**src/rtl/pipe_stage_skid_if.sv**
```systemverilog
// Valid/ready channel carrying one pipeline beat (control field + payload).
//   valid : producer offers a beat
//   ready : consumer can take the beat
//   ctrl  : control field of the beat (CTRL_W bits)
//   data  : payload of the beat (DATA_W bits)
// master drives valid/ctrl/data and reads ready; slave is the mirror.
interface pipe_stage_skid_if #(
  parameter int unsigned DATA_W = 64,
  parameter int unsigned CTRL_W = 11
) ();
  logic              valid;
  logic              ready;
  logic [CTRL_W-1:0] ctrl;
  logic [DATA_W-1:0] data;

  modport master (output valid, output ctrl, output data, input  ready);
  modport slave  (input  valid, input  ctrl, input  data, output ready);
endinterface

```
**src/rtl/pipe_stage_skid.sv**
```systemverilog
// Pipeline stage register with valid/ready handshake, two-entry skid buffer,
// synchronous flush and saturating stall counter.
//   clk       : single clock, rising edge
//   rst       : synchronous active-high reset
//   in_if     : upstream channel (slave): valid/ctrl/data in, ready out
//   out_if    : downstream channel (master): valid/ctrl/data out, ready in
//   flush     : squash all held beats and the beat offered this cycle
//   stall_cnt : cycles with out valid and not ready, saturating
// in_if.ready and all out_if fields come straight from registers.
module pipe_stage_skid #(
  parameter int unsigned DATA_W = 64,
  parameter int unsigned CTRL_W = 11,
  parameter int unsigned CNT_W  = 16
) (
  input  logic                     clk,
  input  logic                     rst,
  pipe_stage_skid_if.slave         in_if,
  pipe_stage_skid_if.master        out_if,
  input  logic                     flush,
  output logic [CNT_W-1:0]         stall_cnt
);

  // State bits are {main_valid, skid_valid}; 01 is unreachable.
  typedef enum logic [1:0] {
    EMPTY = 2'b00,
    ONE   = 2'b10,
    FULL  = 2'b11
  } state_e;

  localparam logic [CNT_W-1:0] CNT_ONE = {{(CNT_W-1){1'b0}}, 1'b1};

  state_e            state_q, state_d;
  logic [CTRL_W-1:0] main_ctrl_q, main_ctrl_d;
  logic [DATA_W-1:0] main_data_q, main_data_d;
  logic [CTRL_W-1:0] skid_ctrl_q, skid_ctrl_d;
  logic [DATA_W-1:0] skid_data_q, skid_data_d;
  logic              in_ready_q, in_ready_d;
  logic [CNT_W-1:0]  stall_cnt_q, stall_cnt_d;

  logic main_valid, skid_valid;
  logic main_valid_d, skid_valid_d;
  logic accept, drain;

  assign {main_valid, skid_valid} = state_q;

  assign accept = in_if.valid & in_ready_q;
  assign drain  = main_valid & out_if.ready;

  always_comb begin
    main_valid_d = main_valid;
    skid_valid_d = skid_valid;
    main_ctrl_d  = main_ctrl_q;
    main_data_d  = main_data_q;
    skid_ctrl_d  = skid_ctrl_q;
    skid_data_d  = skid_data_q;

    if (flush) begin
      // Payload register keeps its value; only the control field is cleared.
      main_valid_d = 1'b0;
      skid_valid_d = 1'b0;
      main_ctrl_d  = '0;
    end else if (!main_valid || drain) begin
      if (skid_valid) begin
        main_valid_d = 1'b1;
        main_ctrl_d  = skid_ctrl_q;
        main_data_d  = skid_data_q;
        skid_valid_d = accept;
        if (accept) begin
          skid_ctrl_d = in_if.ctrl;
          skid_data_d = in_if.data;
        end
      end else if (accept) begin
        main_valid_d = 1'b1;
        main_ctrl_d  = in_if.ctrl;
        main_data_d  = in_if.data;
      end else begin
        main_valid_d = 1'b0;
        main_ctrl_d  = '0;
      end
    end else if (accept) begin
      skid_valid_d = 1'b1;
      skid_ctrl_d  = in_if.ctrl;
      skid_data_d  = in_if.data;
    end

    state_d = state_e'({main_valid_d, skid_valid_d});

    // Registering the next skid state keeps out_ready off the in_ready path
    // while still blocking input on the very cycle the skid entry is full.
    in_ready_d = ~skid_valid_d;

    stall_cnt_d = stall_cnt_q;
    if (main_valid && !out_if.ready && (stall_cnt_q != '1)) begin
      stall_cnt_d = stall_cnt_q + CNT_ONE;
    end
  end

  always_ff @(posedge clk) begin
    if (rst) begin
      state_q     <= EMPTY;
      main_ctrl_q <= '0;
      main_data_q <= '0;
      skid_ctrl_q <= '0;
      skid_data_q <= '0;
      in_ready_q  <= 1'b1;
      stall_cnt_q <= '0;
    end else begin
      state_q     <= state_d;
      main_ctrl_q <= main_ctrl_d;
      main_data_q <= main_data_d;
      skid_ctrl_q <= skid_ctrl_d;
      skid_data_q <= skid_data_d;
      in_ready_q  <= in_ready_d;
      stall_cnt_q <= stall_cnt_d;
    end
  end

  assign out_if.valid = main_valid;
  assign out_if.ctrl  = main_ctrl_q;
  assign out_if.data  = main_data_q;
  assign in_if.ready  = in_ready_q;
  assign stall_cnt    = stall_cnt_q;

endmodule

```
**src/flat_wrapper.sv**
```systemverilog
// flat-port wrapper written by rule: the top's interface ports become plain ports
module pipe_stage_skid_flat 
#(
  parameter int unsigned DATA_W = 64,
  parameter int unsigned CTRL_W = 11,
  parameter int unsigned CNT_W  = 16
)
  (clk, rst, flush, stall_cnt, in_if_valid, in_if_ctrl, in_if_data, in_if_ready, out_if_valid, out_if_ctrl, out_if_data, out_if_ready);
  pipe_stage_skid_if #(.DATA_W(DATA_W), .CTRL_W(CTRL_W)) in_if_i ();
  pipe_stage_skid_if #(.DATA_W(DATA_W), .CTRL_W(CTRL_W)) out_if_i ();
  input  logic clk;
  input  logic rst;
  input  logic flush;
  output logic [CNT_W-1:0] stall_cnt;
  input wire logic [$bits(in_if_i.valid)-1:0] in_if_valid;
  input wire logic [$bits(in_if_i.ctrl)-1:0] in_if_ctrl;
  input wire logic [$bits(in_if_i.data)-1:0] in_if_data;
  output wire logic [$bits(in_if_i.ready)-1:0] in_if_ready;
  output wire logic [$bits(out_if_i.valid)-1:0] out_if_valid;
  output wire logic [$bits(out_if_i.ctrl)-1:0] out_if_ctrl;
  output wire logic [$bits(out_if_i.data)-1:0] out_if_data;
  input wire logic [$bits(out_if_i.ready)-1:0] out_if_ready;
  assign in_if_i.valid = in_if_valid;
  assign in_if_i.ctrl = in_if_ctrl;
  assign in_if_i.data = in_if_data;
  assign in_if_ready = in_if_i.ready;
  assign out_if_valid = out_if_i.valid;
  assign out_if_ctrl = out_if_i.ctrl;
  assign out_if_data = out_if_i.data;
  assign out_if_i.ready = out_if_ready;
  pipe_stage_skid #(.DATA_W(DATA_W), .CTRL_W(CTRL_W), .CNT_W(CNT_W)) u_core (.clk(clk), .rst(rst), .in_if(in_if_i), .out_if(out_if_i), .flush(flush), .stall_cnt(stall_cnt));
endmodule
```
**config.mk**
```make
export PLATFORM = sky130hd
export DESIGN_NAME = pipe_stage_skid_flat
export DESIGN_NICKNAME = d
export VERILOG_FILES = /design/src/rtl/pipe_stage_skid_if.sv /design/src/rtl/pipe_stage_skid.sv /design/src/flat_wrapper.sv
export SDC_FILE = /design/constraint.sdc
export NUM_CORES = 1
export LEC_CHECK = 0
export CORE_ASPECT_RATIO = 0.7
export CORE_UTILIZATION = 36
export CTS_BUF_LIST = sky130_fd_sc_hd__clkbuf_4
export CTS_CLUSTER_DIAMETER = 40
export DETAILED_ROUTE_END_ITERATION = 6
export HOLD_SLACK_MARGIN = 0.02
export PLACE_DENSITY = 0.7
export SYNTH_ARGS = -nofsm -noshare
export SYNTH_HDL_FRONTEND = slang
export SYNTH_SLANG_ARGS = --single-unit
```
**constraint.sdc**
```tcl
create_clock -name clk -period 1.79 [get_ports clk]
set_clock_uncertainty 0.2 [all_clocks]
set_input_delay 0.4475 -clock clk [delete_from_list [all_inputs] [get_ports clk]]
set_output_delay 0.4475 -clock clk [all_outputs]
set_load 0.01 [all_outputs]
```
## Yosys cells after proc, flatten, opt, wreduce, memory -nomap -nowiden

Cells that the tools add are included.

| storage, ports and cells | value |
|---|---|
| memories kept | 0 |
| bits in read-only memories | 0 |
| latch bits | 0 |
| register bits | 169 |
| output and inout port bits | 93 |
| memory bits (writable) | 0 |

| cells by class | value |
|---|---|
| reductions and logical operators | 9 |
| shift operators | 0 |
| bitwise logic cells | 4 |
| muxes and demuxes | 16 |
| $lt $le $gt $ge | 0 |
| add/subtract/negate cells | 1 |
| equality and inequality tests | 2 |
| div/mod/pow operators | 0 |
| $mul | 0 |

Operators by type and width:

| cell | number |
|---|---|
| 64-bit two-way mux | 5 |
| 11-bit two-way mux | 5 |
| 16-bit by 1-bit adder with 16-bit output, second input constant | 1 |
| 16-bit inequality test, second input constant | 1 |
| 1-bit two-way mux | 6 |
| 3-bit AND reduction | 1 |
| 1-bit bitwise AND | 2 |
| 1-bit logical AND | 2 |
| 1-bit logical NOT | 2 |
| 2-bit by 1-bit inequality test with 1-bit output, second input constant | 1 |
| 1-bit NOT | 2 |
| 2-bit AND reduction | 1 |
| 2-bit nonzero test | 1 |
| 2-bit OR reduction | 1 |
| 1-bit logical OR | 1 |

## Longest topological paths before layout

Gate-level depths: netlist of the first run.

| logic depth | value |
|---|---|
| depth in word-level cells | 5 |
| gate-level depth with buffers | 7 |
| depth with buffers taken out | 5 |

## Worst setup path after synthesis of the first run

OpenSTA, ideal clock, no wires.

| path | value |
|---|---|
| path type | register -> register |
| start point | register u_core.stall_cnt_q[0], in the netlist u_core.stall_cnt[0] |
| end point | register u_core.stall_cnt_q[2], in the netlist u_core.stall_cnt[2] |
| slack | -112 ps |
| path buffers | 0 |
| data arrival time | 1614 ps |
| required time | 1502 ps |
| cell stages (with the launch flop) | 6 |
| path through | dfxtp_1 ha_1 nand3_1 o41ai_4 inv_2 a311oi_2 |

| between the ends | value |
|---|---|
| cells in the longest elaborated chain, start to end | 2 |
| elaborated cells between the ends (all ways) | 3 |
| those cells by class | 1 x add/sub; 1 x eq/ne; 1 x reduce/logical |

Ends and longest elaborated chain:

| what | RTL line | text |
|---|---|---|
| from (decl) | pipe_stage_skid.sv:38 | `logic [CNT_W-1:0] stall_cnt_q, stall_cnt_d;` |
| from (signal assigned) | pipe_stage_skid.sv:114 | `stall_cnt_q <= stall_cnt_d;` |
| parallel branches: the longest is 2 deep, another holds 16-bit by 1-bit adder with 16-bit output | - |  |

Several ways; the timed one is not identified.
A chain may end at the register's enable or synchronous reset.

## Final worst setup path of the first run

| path | value |
|---|---|
| start point | register u_core.stall_cnt_q[0], in the netlist u_core.stall_cnt[0] |
| end point | register u_core.stall_cnt_q[11], in the netlist u_core.stall_cnt[11] |

The elaborated chain is that of the path after synthesis.

==> results of run 1 <==
report_power, final:
part           switching (mW)  total (mW)  internal (mW)
Clock                    1.38        2.36          0.972
Combinational           0.466       0.989          0.523
Sequential             0.0680        3.97           3.90
flip-flops by register name, indices dropped and copies added (netlist names):
signal / flops
u_core.in_if.ready: 1
u_core.state_q: 2
u_core.out_if.data: 64
u_core.out_if.ctrl: 11
u_core.skid_ctrl_q: 11
u_core.stall_cnt: 16
u_core.skid_data_q: 64
worst register-to-register path: stages (launching register included):
cell	delay, ns
dfxtp_2	0.36
buf_6	0.11
ha_4	0.17
nand3_4	0.08
buf_6	0.13
nor3_2	0.06
buf_4	0.15
or4_4	0.41
a21oi_2	0.13
worst max path at each step:
stage                                           from                             endpoint  slack (ns)  cells after the start
global placement                        out_if_ready    u_core.stall_cnt[11]$_SDFFE_PP0P_       -0.45                      5
CTS                 u_core.stall_cnt[0]$_SDFFE_PP0P_                         stall_cnt[0]       -0.06                      2
global route        u_core.stall_cnt[1]$_SDFFE_PP0P_    u_core.stall_cnt[11]$_SDFFE_PP0P_       -0.11                      8
detailed placement                      out_if_ready  u_core.out_if.data[19]$_SDFFE_PP0P_       -0.52                      8
finish              u_core.stall_cnt[0]$_SDFFE_PP0P_    u_core.stall_cnt[11]$_SDFFE_PP0P_       -0.07                      8
floorplan           u_core.stall_cnt[4]$_SDFFE_PP0P_     u_core.stall_cnt[2]$_SDFFE_PP0P_       0.009                      4
cell usage in the layout, fill, tap and decap left out, types with 4 or more instances in the layout:
master	count
inv_6	4
a21oi_1	20
dfxtp_4	6
nor2_1	154
a211oi_2	12
clkbuf_16	5
nor3_1	13
clkbuf_4	17
a211oi_1	53
dfxtp_2	85
buf_2	86
buf_6	30
clkdlybuf4s50_1	78
nor2_2	4
buf_4	58
buf_12	11
mux2i_1	150
dfxtp_1	78
o31ai_1	5
area by class of cell:
cell class                      instances  area (um^2)  share of cell area [%]
Timing Repair Buffer                  273         2420                    24.2
Tap cell                              236          295                    2.95
Clock buffer                           17          128                    1.28
Inverter                                4         15.0                   0.150
Clock inverter                         15          171                    1.71
Sequential cell                       169         3510                    35.1
Multi-Input combinational cell        470         3460                    34.6
cell families after synthesis:
family / count (synthesis)
compound gates: 104
xor+xnor: 1
fa+ha+maj: 2
buf+inv: 59
flops: 169
mux: 152
simple gates: 211
per-layer routing:
| layer | vias up | part of all wire, % | wire length, um |
|---|---|---|---|
| li1 | 2960 | - | - |
| met1 | 2802 | 50 | 9320 |
| met2 | 167 | 43 | 7990 |
| met3 | 12 | 7.0 | 1320 |
| met4 | 0 | 0.85 | 159 |
| met5 | - | 0 | 0 |
what timing repair did:
action,CTS,global route
hold buffers,1,0
endpoints found under the setup margin,100,79
cloned,0,6
pin swaps,6,47
resized for setup,479,64
buffers inserted,26,16
hold endpoints to repair,9,0
per-stage QoR:
step	setup slack (ns)	TNS [ns]	utilization (%)	hold slack, ns	instance area (um^2)
2_1_floorplan	0.00934	0	-	0.260	6930
3_3_place_gp	-0.454	-64.83	50.5	0.271	9290
3_5_place_dp	-0.521	-69.90	50.5	0.279	9290
4_1_cts	-0.0608	-0.209	51.8	0.258	9540
5_1_grt	-0.113	-1.64	54.3	0.277	10000
6_report	-0.0730	-0.164	54.3	0.301	10000
==> impl_metrics.csv, run 1 <==
group,metric,value,unit
synth,synth_edf_count,0,
critical_path,r2r_cells,8,
synth,synth_top_flop_cell,"dfxtp_1",
critical_path,reg2reg_to,"u_core.stall_cnt[11]$_SDFFE_PP0P_",
timing,fmax,537,MHz
synth,yosys_register_bits,169,
global_routing,antenna_found_initial,0,
timing,slew_viol_final,0,
finish,final_cell_count_no_fill,1184,
pwr,p_per_area,731,mW/mm^2
synth,synth_area_leaders,"dfxtp_1 (49%), mux2i_1 (22%), nor2_1 (8.6%)",
synth,synthDistinctLibCells,47,
place,routabilityCongestion,0.855,
critical_path,crit_family,"simple AND/OR/NAND/NOR gates",
critical_path,cp_slowest_cell,"or4_4",
finish,n_antenna_cell,0,
critical_path,end_kind,"flip-flop",
hold_path,min_to,"u_core.out_if.data[44]$_SDFFE_PP0P_",
synth,synth-adder-area-share,0.326,%
hold_path,hold_depth,2,
finish,drive_above_1_share,38.1,%
synth,synthCells,698,
critical_path,start_kind,"flip-flop",
synth,syn_area,0.00691,mm^2
routing,vias_per_cell,5.02,
synth,syn_area_per_cell,9.90,um^2
timing,max_slew_margin,76.6,%
synth,ys_seq_area_share,48.9,%
critical_path,critPathKind,"flip-flop to flip-flop",
floorplanning,coreArea,0.0184,mm^2
place,portBuffers,172,
status,failed_checks,"setup timing",
status,status,"finished, violations left",
routing,first_pass_iters,4,
finish,nets,1016,
hold_path,worstHoldPathType,"flip-flop to flip-flop",
routing,wl_per_cell,15.9,um
critical_path,cp_slowest_stage_delay,0.41,ns
timing,tightest_slew,0.350,ns
clocking,clock-root-buffer,"clkbuf_4",
global_routing,grt_max_degree,72,
routing,num_vias,5941,
floorplanning,rows,41,
clocking,cts_htree_levels,4,
synth,syn_nets,779,
synth,synth_xor_area_share,0.127,%
synth,synth-simple-area-share,13.5,%
clocking,cts_tree,"built",
finish,syn_to_final_growth,44.7,%
place,place_inst,1107,
routing,drcViolationCount,0,
synth,synth_most_common_cell,"dfxtp_1",
critical_path,path_max_fanout,4,
floorplanning,start_util,37.5,%
synth,synth_top_family_by_area,"multiplexers",
synth,synth-warning-count,0,
synth,synthMuxAreaShare,22.0,%
timing,setup_viol,7,
global_routing,gr-usage-met2,26.1,%
pwr,leakagePower,3.83,nW
critical_path,r2r-start,"u_core.stall_cnt[0]$_SDFFE_PP0P_",
floorplanning,die_area,0.0198,mm^2
synth,async_reset_ff_share,0,%
synth,yosys.area.top_type,"dfxtp_1",
routing,drt_first_iter_violations,312,
pwr,peakVddDrop,0.000343,V
routing,final_antenna_net_count,0,
global_routing,grt_pass1_vias,5520,
timing,period_minus_slack,1.86,ns
pwr,finalPower,7.31,mW
global_routing,grtUsageTotal,18.0,%
critical_path,r2r_setup_slack,-0.07,ns
run,maxCapViolations,0,
critical_path,cp_num_buf_inv,3,
timing,worst_slack,-0.0730,ns
routing,totalWireLength,18800,um
critical_path,path_common_cell,"buf_6",
hold_path,holdCritStartpoint,"u_core.out_if.data[44]$_SDFFE_PP0P_",
global_routing,grt-busiest-layer,"met2",
floorplanning,die_h,118,um
critical_path,crit_required,2.08,ns
place,hpwlAfterDp,11700,um
synth,synth_top_area_share,48.9,%
floorplanning,ioPinCount,173,
clocking,max-clock-path-buffers,2,
timing,rsz0062_at_grt,"true",
clocking,cts_buffers,17,
global_routing,grtUsageMet3,6.22,%
clocking,cts.sinks,169,
timing,finalHoldViolations,0,
critical_path,cp_cell_sequence,"buf_6 > ha_4 > nand3_4 > buf_6 > nor3_2 > buf_4 > or4_4 > a21oi_2",
global_routing,met1_usage,25.3,%
timing,layout_worst_path_cycle_share,104,%
critical_path,arrival,2.16,ns
synth,synth_common_cells,"dfxtp_1 (169), nor2_1 (158), mux2i_1 (151)",
global_routing,grt_pass1_wl,28400,um
synth,synth-compound-area-share,10.9,%
clocking,path_clk_slew,0.14,ns
floorplanning,die-width,168,um
global_routing,grt_overflow,0,
clocking,clock_latency,0.56,ns
finish,fillCellCount,1646,
Note: power is estimated with default switching activity, not from simulation.
==> run 2, diff against run 1 <==
- CTS_CLUSTER_DIAMETER: 40 -> unset
- SKIP_LAST_GASP: unset -> 1
==> impl_metrics.csv, run 2 (synthesis results as in run 1) <==
group,metric,value,unit
clocking,clock-root-buffer,"clkbuf_4",
critical_path,path_max_fanout,4,
pwr,finalPower,7.32,mW
critical_path,cp_slowest_cell,"or4_1",
status,failed_checks,"setup timing",
critical_path,crit_family,"simple AND/OR/NAND/NOR gates",
finish,drive_above_1_share,37.9,%
critical_path,cp-startpoint,"u_core.stall_cnt[0]$_SDFFE_PP0P_",
pwr,seqPwrFrac,54.2,%
critical_path,arrival,2.13,ns
place,portBuffers,172,
clocking,clock_latency,0.56,ns
clocking,max-clock-path-buffers,2,
finish,nets,1025,
global_routing,antenna_found_initial,0,
critical_path,critPathKind,"flip-flop to flip-flop",
timing,fin_setup_tns,-0.119,ns
floorplanning,ioPinCount,173,
routing,num_vias,5991,
timing,max_slew_margin,77.6,%
routing,totalWireLength,19600,um
clocking,cts_buffers,17,
timing,hold-worst-slack,0.301,ns
routing,wl_per_cell,16.4,um
floorplanning,start_util,37.5,%
run,maxCapViolations,0,
timing,layout_worst_path_cycle_share,102,%
finish,final_common_cell,"nor2_1",
routing,final_antenna_net_count,0,
routing,vias_per_cell,5.02,
critical_path,cp_slowest_stage_delay,0.39,ns
place,place_area,0.00929,mm^2
pwr,leakagePower,3.89,nW
finish,final_cell_count_no_fill,1193,
finish,final_area,0.0101,mm^2
timing,period_minus_slack,1.83,ns
finish,final_cell_mix,"nor2_1 (157), mux2i_1 (151), buf_2 (86)",
critical_path,start_kind,"flip-flop",
pwr,p_switching,1.92,mW
pwr,clock_power_share,32.2,%
critical_path,cp_num_buf_inv,3,
place,place_inst,1107,
timing,setup_viol,7,
routing,drt_first_iter_violations,384,
pwr,swShare,26.3,%
pwr,comb_power_share,13.6,%
global_routing,grt_max_degree,72,
critical_path,crit_required,2.09,ns
status,status,"finished, violations left",
clocking,cts_htree_levels,4,
hold_path,worstHoldPathType,"flip-flop to flip-flop",
timing,finalHoldViolations,0,
floorplanning,die_area,0.0198,mm^2
global_routing,grt_pass1_vias,5485,
pwr,internal_power,5.40,mW
clocking,cts.sinks,169,
timing,rsz0062_at_grt,"true",
global_routing,grtUsageTotal,17.9,%
global_routing,grt_overflow,0,
timing,tightest_slew,0.335,ns
critical_path,path_common_cell,"buf_4",
finish,syn_to_final_growth,46.6,%
finish,n_antenna_cell,0,
floorplanning,die-width,168,um
floorplanning,rows,41,
clocking,cts_tree,"built",
routing,first_pass_iters,5,
critical_path,end_kind,"flip-flop",
pwr,p_per_area,723,mW/mm^2
place,routabilityCongestion,0.855,
global_routing,grt_pass1_wl,28300,um
timing,fmax,547,MHz
floorplanning,die_h,118,um
critical_path,r2r-start,"u_core.stall_cnt[0]$_SDFFE_PP0P_",
hold_path,holdCritStartpoint,"u_core.out_if.data[44]$_SDFFE_PP0P_",
critical_path,cp_cell_sequence,"buf_4 > ha_4 > nand3_4 > buf_6 > nor4_2 > buf_4 > or4_1 > a21oi_1",
pwr,peakVddDrop,0.000346,V
routing,drcViolationCount,0,
timing,slew_viol_final,0,
floorplanning,coreArea,0.0184,mm^2
place,hpwlAfterDp,11700,um
timing,worst_slack,-0.0396,ns
clocking,path_clk_slew,0.14,ns
[run 2: changes by cell type in the layout (fill, tap and decap cells not counted), sizes merged]
cell | before | now
clkbuf | 22 | 26
buf | 189 | 194
[run 2: routing by layer]
metal	vias to the layer above	share of wire [%]	GRT usage, %
met4	0	0.88	4.13
met2	165	43	25.9
met5	-	0	0
li1	2985	-	-
met3	12	6.5	6.22
met1	2829	50	25.3
[run 2: cell type report]
cell class	count	area (um^2)
Multi-Input combinational cell	470	3430
Clock inverter	15	171
Inverter	4	15.0
Sequential cell	169	3510
Fill cell	1629	8290
Tap cell	236	295
Clock buffer	17	128
Timing Repair Buffer	282	2570
[run 2: worst paths after layout]
| check | end | slack (ns) | cells past startpoint |
|---|---|---|---|
| worst max-delay path | u_core.stall_cnt[5]$_SDFFE_PP0P_ | -0.04 | 8 |
| worst min-delay path | u_core.out_if.data[44]$_SDFFE_PP0P_ | 0.30 | 2 |
| worst max register to register | u_core.stall_cnt[5]$_SDFFE_PP0P_ | -0.04 | 8 |
| worst min register to register | u_core.out_if.data[44]$_SDFFE_PP0P_ | 0.30 | 2 |
[run 2: worst register-to-register path: cells and delay by family, from the launching register on]
kind | cells | cell delay (ns)
adders and majority gates | 1 | 0.17
buffers and inverters | 3 | 0.40
and+or+nand+nor | 3 | 0.52
DFF | 1 | 0.35
AOI/OAI and AO/OA | 1 | 0.13
[run 2: what timing repair did]
action / CTS / global route
pin swaps: 4 / 34
hold buffers: 1 / 0
setup buffers: 26 / 21
endpoints found under the hold margin: 9 / 0
endpoints found under the setup margin: 100 / 78
gates resized for setup: 475 / 57
cloned: 0 / 10
[run 2: stage by stage]
step / worst slack [ns] / util, %
5_1_grt: -0.0956 / 55.0
4_1_cts: -0.0747 / 51.7
3_5_place_dp: -0.521 / 50.5
6_report: -0.0396 / 55.0
3_3_place_gp: -0.454 / 50.5
2_1_floorplan: 0.00934 / -
[run 2: power groups by stage]
stage	registers (mW)	clock network, mW	logic [mW]
5_1_grt	3.98	2.61	1.08
3_5_place_dp	4.04	0	0.968
6_report	3.96	2.36	0.997
4_1_cts	3.97	2.45	0.902
3_3_place_gp	4.04	0	0.959
2_1_floorplan	4.08	0	0.350
